File: config.mk
export PLATFORM = sky130hd
export DESIGN_NAME = gate_channel_scheduler
export DESIGN_NICKNAME = d
export VERILOG_FILES = /design/src/rtl/gate_channel_scheduler.sv
export SDC_FILE = /design/constraint.sdc
export NUM_CORES = 1
export LEC_CHECK = 0
export CAP_MARGIN = 0
export CORE_MARGIN = 3
export CORE_UTILIZATION = 46
export DETAILED_ROUTE_END_ITERATION = 10
export GPL_TIMING_DRIVEN = 0
export MAX_ROUTING_LAYER = met4
export PLACE_DENSITY = 0.76
export SYNTH_ARGS = -nofsm -noshare
export SYNTH_HDL_FRONTEND = slang
export SYNTH_SLANG_ARGS = --single-unit
File: constraint.sdc
create_clock -name clk -period 1.67 [get_ports clk]
set_input_delay 0.334 -clock clk [delete_from_list [all_inputs] [get_ports clk]]
set_output_delay 0.334 -clock clk [all_outputs]
set_load 0.01 [all_outputs]
File: src/rtl/gate_channel_scheduler.sv
// Round-robin scheduler sharing a four-lane gate controller among four requesters.
// Drives select/enable with select held stable across every enable-high window.
module gate_channel_scheduler #(
    parameter int unsigned DWELL_W = 4,
    parameter int unsigned NUM_CH  = 4
) (
    input  logic               clk,
    input  logic               rst,
    input  logic [NUM_CH-1:0]  req,
    input  logic [DWELL_W-1:0] dwell,
    output logic [NUM_CH-1:0]  gnt,
    output logic [1:0]         sel,
    output logic               en,
    output logic [NUM_CH-1:0]  done,
    output logic               abort,
    output logic               busy
);

    localparam int unsigned SEL_W = 2;

    typedef enum logic [1:0] {
        S_IDLE    = 2'd0,
        S_SETUP   = 2'd1,
        S_ACTIVE  = 2'd2,
        S_RELEASE = 2'd3
    } state_t;

    state_t             r_state;
    logic [SEL_W-1:0]   r_ptr;
    logic [SEL_W-1:0]   r_sel;
    logic [DWELL_W-1:0] r_cnt;
    logic [DWELL_W-1:0] r_dwell_q;
    logic [NUM_CH-1:0]  r_gnt;
    logic [NUM_CH-1:0]  r_done;
    logic               r_en;
    logic               r_abort;
    logic               r_busy;

    logic [SEL_W-1:0]   w_win;
    logic [SEL_W-1:0]   w_idx;
    logic               w_found;
    logic [DWELL_W-1:0] w_dwell_eff;
    logic               w_req_cur;
    logic               w_dwell_hit;

    // Rotating-priority search: first requester at or after r_ptr, mod 4.
    always_comb begin
        w_win   = '0;
        w_idx   = '0;
        w_found = 1'b0;
        for (int unsigned k = 0; k < NUM_CH; k++) begin
            w_idx = r_ptr + SEL_W'(k);
            if (!w_found && req[w_idx]) begin
                w_win   = w_idx;
                w_found = 1'b1;
            end
        end
    end

    // A zero dwell still opens the channel for one cycle.
    assign w_dwell_eff = (dwell == '0) ? DWELL_W'(1) : dwell;
    assign w_req_cur   = req[r_sel];
    assign w_dwell_hit = (r_cnt == r_dwell_q);

    always_ff @(posedge clk) begin
        if (rst) begin
            r_state   <= S_IDLE;
            r_ptr     <= '0;
            r_sel     <= '0;
            r_cnt     <= '0;
            r_dwell_q <= '0;
            r_gnt     <= '0;
            r_done    <= '0;
            r_en      <= 1'b0;
            r_abort   <= 1'b0;
            r_busy    <= 1'b0;
        end else begin
            r_done  <= '0;
            r_abort <= 1'b0;
            case (r_state)
                S_IDLE: begin
                    if (w_found) begin
                        r_state   <= S_SETUP;
                        r_gnt     <= NUM_CH'(1) << w_win;
                        r_sel     <= w_win;
                        r_en      <= 1'b0;
                        r_dwell_q <= w_dwell_eff;
                        r_cnt     <= '0;
                        r_busy    <= 1'b1;
                    end
                end
                S_SETUP: begin
                    // Select has had a full cycle to settle before enable rises.
                    if (!w_req_cur) begin
                        r_state <= S_RELEASE;
                        r_abort <= 1'b1;
                    end else begin
                        r_state <= S_ACTIVE;
                        r_en    <= 1'b1;
                        r_cnt   <= DWELL_W'(1);
                    end
                end
                S_ACTIVE: begin
                    if (!w_req_cur) begin
                        r_state <= S_RELEASE;
                        r_en    <= 1'b0;
                        r_abort <= 1'b1;
                    end else if (w_dwell_hit) begin
                        r_state <= S_RELEASE;
                        r_en    <= 1'b0;
                        r_done  <= r_gnt;
                    end else begin
                        r_cnt <= r_cnt + DWELL_W'(1);
                    end
                end
                S_RELEASE: begin
                    // sel is left untouched so the controller never sees it move while idle.
                    r_state <= S_IDLE;
                    r_gnt   <= '0;
                    r_en    <= 1'b0;
                    r_busy  <= 1'b0;
                    r_ptr   <= r_sel + SEL_W'(1);
                end
                default: begin
                    r_state <= S_IDLE;
                    r_gnt   <= '0;
                    r_en    <= 1'b0;
                    r_busy  <= 1'b0;
                end
            endcase
        end
    end

    assign gnt   = r_gnt;
    assign sel   = r_sel;
    assign en    = r_en;
    assign done  = r_done;
    assign abort = r_abort;
    assign busy  = r_busy;

    // Structural invariants of the controller interface.
    a_gnt_onehot0 : assert property (@(posedge clk) disable iff (rst) $onehot0(r_gnt));
    a_done_onehot0: assert property (@(posedge clk) disable iff (rst) $onehot0(r_done));
    a_done_abort  : assert property (@(posedge clk) disable iff (rst) !((|r_done) && r_abort));
    a_en_active   : assert property (@(posedge clk) disable iff (rst) r_en |-> (r_state == S_ACTIVE));
    a_cnt_bound   : assert property (@(posedge clk) disable iff (rst) r_cnt <= r_dwell_q);

endmodule

# Word level (Yosys, flattened, before mapping)
# Cells that the tools add are included.
# Widths: inputs -> output; s select.
# classes
add_sub_neg,5
n_lt_le_gt_ge,5
eq_ne,9
shifts,1
n_mux,39
bitwise_logic,4
reduce_logical,18
# ops
op,count
$mux 4,6
$mux 1,16
$lt 2x3->1 const B,5
$mux 2,7
$pmux 4 s3,1
$bmux 1 s2,5
$ne 2x2->1 const B,4
$pmux 2 s4,1
$pmux 4 s2,1
$reduce_and 2->1,3
$reduce_and 5->1,1
$add 2x1->2 const B,2
$add 2x2->2 const B,2
$add 4x1->4 const B,1
$eq 2x2->1 const B,2
$eq 4x4->1,1
$logic_not 4->1,1
$not 1->1,4
$pmux 1 s4,1
$reduce_or 2->1,2
$reduce_or 4->1,1
$shl 1x2->4 const A,1
$logic_and 1x1->1,3
$logic_not 1->1,3
other kinds (7),7
# totals
register_bits,25
inputBits,10

# Longest topological paths before layout
# Gate-level depths: netlist (run 1).
# depth
word_depth,15
depth_mapped,7
depth_no_buf,7

# Worst setup path before layout (run 1)
# Ideal clock, no wire load.
# synth_path
path_type,register to register
from,register r_state[0]
to,register r_cnt[2]
setup_ns,0.132
arrival_time_ns,1.672
setup_slack_ns,-0.134
stages_incl_launch_ff,8
n_path_buf,1
synth_period_minus_slack_ns,1.804
cell_sequence,dfxtp_1 inv_1 ha_1 clkbuf_1 o21bai_2 a221oi_4 mux2i_1 a21oi_1
# synth_between
elab_chain_cells,3
# synth_rtl
item,line,rtl
start: declaration,28,state_t r_state;
start signal: assignment,67,r_state <= S_IDLE;
start signal: assignment,83,r_state <= S_SETUP;
start signal: assignment,95,r_state <= S_RELEASE;
$eq 2x2->1 (tied with other cells),80,case (r_state)
$ne 2x2->1 (no source line) or $reduce_bool 3->1 (tied branches),--,
$reduce_and 5->1 (no source line),--,
end signal: assignment,113,r_cnt <= r_cnt + DWELL_W'(1);
end: declaration,31,logic [DWELL_W-1:0] r_cnt;
# Parallel ways exist; a longest one is shown, timed or not.
# A chain may end at the register's enable or synchronous reset.

# Final worst setup path (run 1)
# layout_path
from,register r_dwell_q[3]
to,register r_state[0]
# layout_between
elab_chain_cells,3
# layout_rtl
item,line,rtl
start: declaration,32,logic [DWELL_W-1:0] r_dwell_q;
start signal: assignment,87,r_dwell_q <= w_dwell_eff;
$eq 4x4->1,63,assign w_dwell_hit = (r_cnt == r_dwell_q);
$ne 3x3->1 (no source line),--,
$reduce_and 2->1 (no source line),--,
# No other way between the ends.

==> flow_summary.ini, run 1 <==
[yosys]
synth_commonest_cells = dfxtp_1 (25), a21oi_1 (18), nand2_1 (18)
synth_largest_area_cell = dfxtp_1
netlist_top_cells_area = dfxtp_1 (40%), a21oi_1 (7.2%), ha_1 (7.0%)
synth.yosys.seq_area_share = 0.399
post_synth_instance_area_sq_mm = 0.00125
syn_nets = 157
yosys.cell_count.top_type = dfxtp_1
asyncSetResetFlopFracSynth = 0
synth_enable_flop_cells = 0
synth_cell_types = 38
synth_top_flop_cell = dfxtp_1
yosysTopAreaCellShare = 0.399
count_of_warnings_emitted_by_yosys = 0
post_synth.cell_area_avg_sq_um = 8.96
synth_seq_cells = 25
synth_cells = 140

[worst_setup_path]
timing.critical_path.required_ps = 1860
reg2reg_depth = 5
timing.critical_path.from_type = register
regToRegEndpoint = r_state[0]$_SDFFE_PP0P_
critPathSlowestCell = or4_4
ordered_cell_list_for_the_critical_path = xor2_2 -> or4_4 -> a32o_2 -> o31ai_2 -> a21oi_1
end_kind = register
timing_worst_setup_path_type = reg -> reg
max_stage_delay_ps = 560
worstReg2RegStart = r_dwell_q[3]$_SDFFE_PP0P_
worstPathArrival_ps = 1960
path_max_fanout = 3
setup_slack_reg_to_reg_ps = -100

[clock_tree]
clock-sinks = 25
cts_tree = yes
clk_transition_reported_paths_ps = 130
ctsHtreeMaxLevel = 1
clock_latency_of_the_later_clocked_register_in_the_worst_skew_pair_ps = 310
ctsLongestPathBuffers = 2
tritoncts.num_buffers = 3
clock_tree.root_cell = clkbuf_4

[final_layout]
fillCellCount = 215
finalNetCount = 191
utilization = 0.653
synthToLayoutAreaGrowth_pct = 32.4
final-instance-count-excl-fill = 203
drive_above_1_share = 0.220
num_antenna_cells = 0

[floorplanning]
rows = 18
design.portCount = 23
design.core.area_sq_mm = 0.00254
effective_utilization_at_floorplan = 0.493
dieWidth_um = 58.2
design.die.area_sq_mm = 0.00339
height_of_the_die_um = 58.2

[hold_path]
hp-class = reg -> reg
min_delay_worst_endpoint = gnt[0]$_SDFFE_PP0P_
hold_path_depth = 2
min-delay-start = gnt[0]$_SDFFE_PP0P_

[detailed_routing]
routedWlPerCell_um = 14.3
drt_drc = 0
vias = 1136
drtAntennaViolNets = 0
avgViaCountPerCell = 5.60
first_pass_iters = 4
drt_wl_total_um = 2900
detail_route.iter0.violations = 32

[sta]
finalCritPeriodShare = 1.06
final.setup_skew_ps = 4.00
setup_viol = 5
slew_headroom = 0.564
max_freq_mhz = 565
final_hold_viol_count = 0
finalWorstSetupSlack_ps = -100
post_route_minimum_period_ps = 1770
rsz0062_at_grt = yes
report.final.slew_viol_count = 0
worstMarginPinSlew_ps = 654

[placement]
dpl.hpwl_um = 2040
placement.io_buffers = 22
gp_congestion = 0.823
dp_cells = 192

[global_routing]
number_of_global_route_vias_before_repair = 1097
number_of_antenna_violations_at_the_first_check_in_global_routing = 0
largest_net_degree_at_the_start_of_global_routing = 14
groute.usage.overall = 0.192
first_pass_grt_wire_length_um = 4830
overflow = 0

[job]
maxCapViolations = 0

[outcome]
violations = negative setup slack
run_status = finished with violations

[pwr]
cellLeakagePower_nw = 0.633
cellPowerDensity_mw_per_mm2 = 1470
max-vdd-ir-drop_v = 0.000898
## flip-flops by register name, indices dropped and copies added (netlist names)
| signal | flops |
|---|---|
| en | 1 |
| r_ptr | 2 |
| r_state | 2 |
| done | 4 |
| gnt | 4 |
| r_dwell_q | 4 |
| sel | 2 |
| r_cnt | 4 |
| abort | 1 |
| busy | 1 |
## routing by layer
layer	vias up	global-route usage	wire length (um)
met3	6	0.0223	121
li1	561	-	-
met2	32	0.344	1520
met4	0	0.0894	38
met5	-	-	0
met1	537	0.210	1220
## layout by cell type, fill, tap and decap left out, types with 2 or more instances in the layout
master           instances
nor3b_1                  2
dfxtp_2                  5
o21ai_0                  2
clkdlybuf4s50_1         18
nor2_1                   9
dfxtp_4                  4
ha_2                     2
buf_4                    8
xor2_1                   3
dfxtp_1                 16
nand3b_1                 2
ha_1                     4
mux2i_1                  2
clkbuf_1                 3
nand3_1                  3
and2_1                   4
inv_1                    4
nand2_1                 18
clkbuf_4                 3
nand2b_1                 5
dlygate4sd2_1            4
nor2b_1                  2
a21oi_1                 17
nor3_1                   6
inv_2                    2
## worst max-delay path by stage
stage / from / end / cells after the start
finish: r_dwell_q[3]$_SDFFE_PP0P_ / r_state[0]$_SDFFE_PP0P_ / 5
global route: r_dwell_q[3]$_SDFFE_PP0P_ / r_state[0]$_SDFFE_PP0P_ / 5
CTS: r_cnt[3]$_SDFFE_PP0P_ / r_state[0]$_SDFFE_PP0P_ / 5
detailed placement: req[0] / gnt[3]$_SDFFE_PP0P_ / 7
global placement: req[0] / gnt[3]$_SDFFE_PP0P_ / 7
floorplan: r_dwell_q[3]$_SDFFE_PP0P_ / r_state[0]$_SDFFE_PP0P_ / 5
## power breakdown
| group | leakage [nW] | internal (W) | switching [W] | total, W |
|---|---|---|---|---|
| Sequential | 0.209 | 0.000748 | 0.000116 | 0.000864 |
| Clock | 0.0150 | 0.0000934 | 0.000174 | 0.000267 |
| Combinational | 0.410 | 0.000641 | 0.000675 | 0.00132 |
| Total | 0.633 | 0.00148 | 0.000965 | 0.00245 |
## what timing repair did
item | CTS | global route
hold buffers | 0 | 0
buffers inserted | 5 | 3
endpoints found under the setup margin | 18 | 14
cloned | 0 | 0
gates resized for setup | 17 | 6
pin swaps | 4 | 6
## through the flow
step                      worst slack [ps]  hold slack, ps  instance area [sq um]  setup TNS [ps]  power [W]
final                                 -100             478                   1660            -208    0.00245
after global routing                  -150             507                   1660            -835    0.00263
after CTS                            -81.4             483                   1630            -164    0.00241
after detailed placement              -678             465                   1530          -10380    0.00201
after global placement                -618             458                   1530           -9460    0.00198
after floorplan                      -8.95             410                   1270           -8.95    0.00169
## worst max-delay path: cells and delay by family (launching register included)
family           cells  cell delay [ps]
AO/OA/AOI/OAI        3              550
XOR/XNOR             1              180
AND/OR/NAND/NOR      1              560
flip-flops           1              360
## kinds of logic after synthesis
| logic type | after synthesis | share of synthesized area |
|---|---|---|
| simple gates | 56 | 0.229 |
| compound gates | 33 | 0.193 |
| flops | 25 | 0.399 |
| buf+inv | 10 | 0.0309 |
| fa+ha+maj | 7 | 0.0698 |
| xor+xnor | 5 | 0.0349 |
| mux | 4 | 0.0429 |
## layout make-up
class                   count  area (sq um)  area share
multi-input cells         105           766       0.461
flip-flops and latches     25           522       0.314
repair buffers             30           275       0.166
well taps                  30          37.5      0.0226
clock buffers               4          26.3      0.0158
inverters                   6          22.5      0.0136
plain buffers               3          12.5     0.00753
(Power assumes the default switching activity.)
==> run 2, diff against run 1 <==
--- a/config.mk
+++ b/config.mk
@@ -7,11 +7,11 @@
 export LEC_CHECK = 0
 export CAP_MARGIN = 0
 export CORE_MARGIN = 3
-export CORE_UTILIZATION = 46
+export CORE_UTILIZATION = 51
 export DETAILED_ROUTE_END_ITERATION = 10
 export GPL_TIMING_DRIVEN = 0
 export MAX_ROUTING_LAYER = met4
-export PLACE_DENSITY = 0.76
+export PLACE_DENSITY = 0.8
 export SYNTH_ARGS = -nofsm -noshare
 export SYNTH_HDL_FRONTEND = slang
 export SYNTH_SLANG_ARGS = --single-unit
==> constraint.sdc (replaced) <==
create_clock -name clk -period 1.69 [get_ports clk]
set_input_delay 0.338 -clock clk [delete_from_list [all_inputs] [get_ports clk]]
set_output_delay 0.338 -clock clk [all_outputs]
set_load 0.01 [all_outputs]
==> run 2 against run 1 <==
Effect of this change:
- the run still ends with negative setup slack left
- via count fell by 3.6%
- global-route usage fell by 0.80 points
- utilization rose by 6.5 points
- clock power rose by 4%
- critical path depth did not move
- sequential power fell by 2%
- combinational power fell by 5%
- die area fell by 8.8%
- hold slack got worse by 3.6 ps
- largest cell class unchanged
- largest power group unchanged
==> flow_summary.ini, run 2 (synthesized netlist as in run 1, its figures left out) <==
[clock_tree]
clock_latency_of_the_later_clocked_register_in_the_worst_skew_pair_ps = 320
ctsHtreeMaxLevel = 1
clk_transition_reported_paths_ps = 140
cts.hold.buffers_added = 0
tritoncts.num_buffers = 3
cts_tree = yes
clock_tree.root_cell = clkbuf_4
ctsLongestPathBuffers = 2
clock-sinks = 25

[worst_setup_path]
timing_worst_setup_path_type = reg -> reg
worst-path-buf-inv = 0
reg2reg_depth = 5
worstReg2RegStart = r_cnt[1]$_SDFFE_PP0P_
ordered_cell_list_for_the_critical_path = xor2_2 -> or4_4 -> a32o_2 -> o31ai_2 -> a21oi_1
timing.critical_path.from_type = register
path_max_fanout = 3
setup_slack_reg_to_reg_ps = -70
end_kind = register
timing.critical_path.max_delay_family = compound AO/OA/AOI/OAI gates
timing.critical_path.required_ps = 1890
max_stage_delay_ps = 540
worstPathArrival_ps = 1960
critPathSlowestCell = or4_4
regToRegEndpoint = r_state[0]$_SDFFE_PP0P_

[sta]
finalCritPeriodShare = 1.04
max_freq_mhz = 568
slew_headroom = 0.611
final.setup_skew_ps = 1.97
rsz0062_at_grt = yes
hold-worst-slack_ps = 474
report.final.slew_viol_count = 0
setup_viol = 2
worstMarginPinSlew_ps = 583
final_hold_viol_count = 0
finalWorstSetupSlack_ps = -69.2
post_route_minimum_period_ps = 1760

[final_layout]
fillCellCount = 176
finalNetCount = 189
drive_above_1_share = 0.199
final-instance-count-excl-fill = 199
multi_input_comb_area_sq_um = 757
synthToLayoutAreaGrowth_pct = 30.1
num_antenna_cells = 0
final_cell_mix = nand2_1 (18), a21oi_1 (18), clkdlybuf4s50_1 (18), dfxtp_1 (17), nor2_1 (9)
regArea_sq_um = 515

[global_routing]
number_of_antenna_violations_at_the_first_check_in_global_routing = 0
grt_use_met3 = 0.0209
overflow = 0
largest_net_degree_at_the_start_of_global_routing = 16
groute.usage.overall = 0.184
grtUsageMet2 = 0.311
grt_busiest_layer = met2
globalRouteMet1Util = 0.227
first_pass_grt_wire_length_um = 4490
number_of_global_route_vias_before_repair = 1031

[pwr]
totalPowerFinal_w = 0.00237
cellLeakagePower_nw = 0.622
cellPowerDensity_mw_per_mm2 = 1450
max-vdd-ir-drop_v = 0.000917

[placement]
dpl.hpwl_um = 1970
placement.io_buffers = 22
dp_cells = 190
gp_congestion = 0.864

[detailed_routing]
first_pass_iters = 4
detail_route.iter0.violations = 22
drt_wl_total_um = 2600
drtAntennaViolNets = 0
vias = 1095
routedWlPerCell_um = 13.1
drt_drc = 0
avgViaCountPerCell = 5.50

[floorplanning]
effective_utilization_at_floorplan = 0.551
design.portCount = 23
rows = 17
dieWidth_um = 55.6
height_of_the_die_um = 55.6
design.core.area_sq_mm = 0.00228
design.die.area_sq_mm = 0.00309

[outcome]
violations = negative setup slack
run_status = finished with violations

[hold_path]
hold_path_depth = 2
min_delay_worst_endpoint = r_dwell_q[3]$_SDFFE_PP0P_
min-delay-start = r_dwell_q[3]$_SDFFE_PP0P_
hp-class = reg -> reg

[job]
maxCapViolations = 0
-- run 2: cell types whose count changed in the layout (fill, tap and decap cells not counted), sizes merged --
cell and change:
buf -2, clkbuf -1, clkinvlp +1
-- run 2: worst max-delay path by stage --
stage,start,end,slack (ps),depth (start not counted)
after global placement,req[0],gnt[3]$_SDFFE_PP0P_,-570,7
after global routing,sel[0]$_SDFFE_PP0P_,r_cnt[2]$_SDFFE_PP0P_,-180,5
after floorplan,r_state[0]$_SDFFE_PP0P_,r_cnt[2]$_SDFFE_PP0P_,-4,7
final,r_cnt[1]$_SDFFE_PP0P_,r_state[0]$_SDFFE_PP0P_,-70,5
after detailed placement,req[0],gnt[3]$_SDFFE_PP0P_,-610,7
after CTS,r_cnt[1]$_SDFFE_PP0P_,r_state[0]$_SDFFE_PP0P_,-70,5
-- run 2: repair_timing --
| action | in CTS | in global routing |
|---|---|---|
| pin swaps | 3 | 0 |
| endpoints found under the setup margin | 18 | 9 |
| buffers inserted | 6 | 0 |
| resized for setup | 16 | 2 |
-- run 2: metrics by stage --
stage / TNS, ps / utilization / setup WS [ps] / area (sq um)
CTS: -79.9 / 0.716 / -69.8 / 1630
global route: -855 / 0.717 / -178 / 1630
global placement: -8620 / 0.668 / -571 / 1520
finish: -73.9 / 0.717 / -69.2 / 1630
floorplan: -4.29 / - / -4.29 / 1260
detailed placement: -9490 / 0.668 / -609 / 1520
-- run 2: worst register-to-register path, stage by stage, from the launching register on --
cell	delay, ps
dfxtp_2	370
xor2_2	170
or4_4	540
a32o_2	310
o31ai_2	170
a21oi_1	80
-- run 2: layer usage --
layer,up-vias,part of all wire
met5,-,0
met4,0,0.015
met3,4,0.028
met2,20,0.49
met1,514,0.47
li1,557,-
-- run 2: area by class of cell --
| class | count | area share |
|---|---|---|
| Buffer | 3 | 0.00766 |
| Clock buffer | 3 | 0.0138 |
| Clock inverter | 1 | 0.00460 |
| Inverter | 6 | 0.0138 |
| Multi-Input combinational cell | 105 | 0.464 |
| Sequential cell | 25 | 0.316 |
| Tap cell | 28 | 0.0215 |
| Timing Repair Buffer | 28 | 0.159 |
-- run 2: where the power goes --
part	internal, W	total, W	switching, W	leakage (nW)
combinational	0.000601	0.00125	0.000646	0.400
sequential	0.000739	0.000849	0.000110	0.208
clock	0.0000904	0.000277	0.000186	0.0139
total	0.00143	0.00237	0.000943	0.622
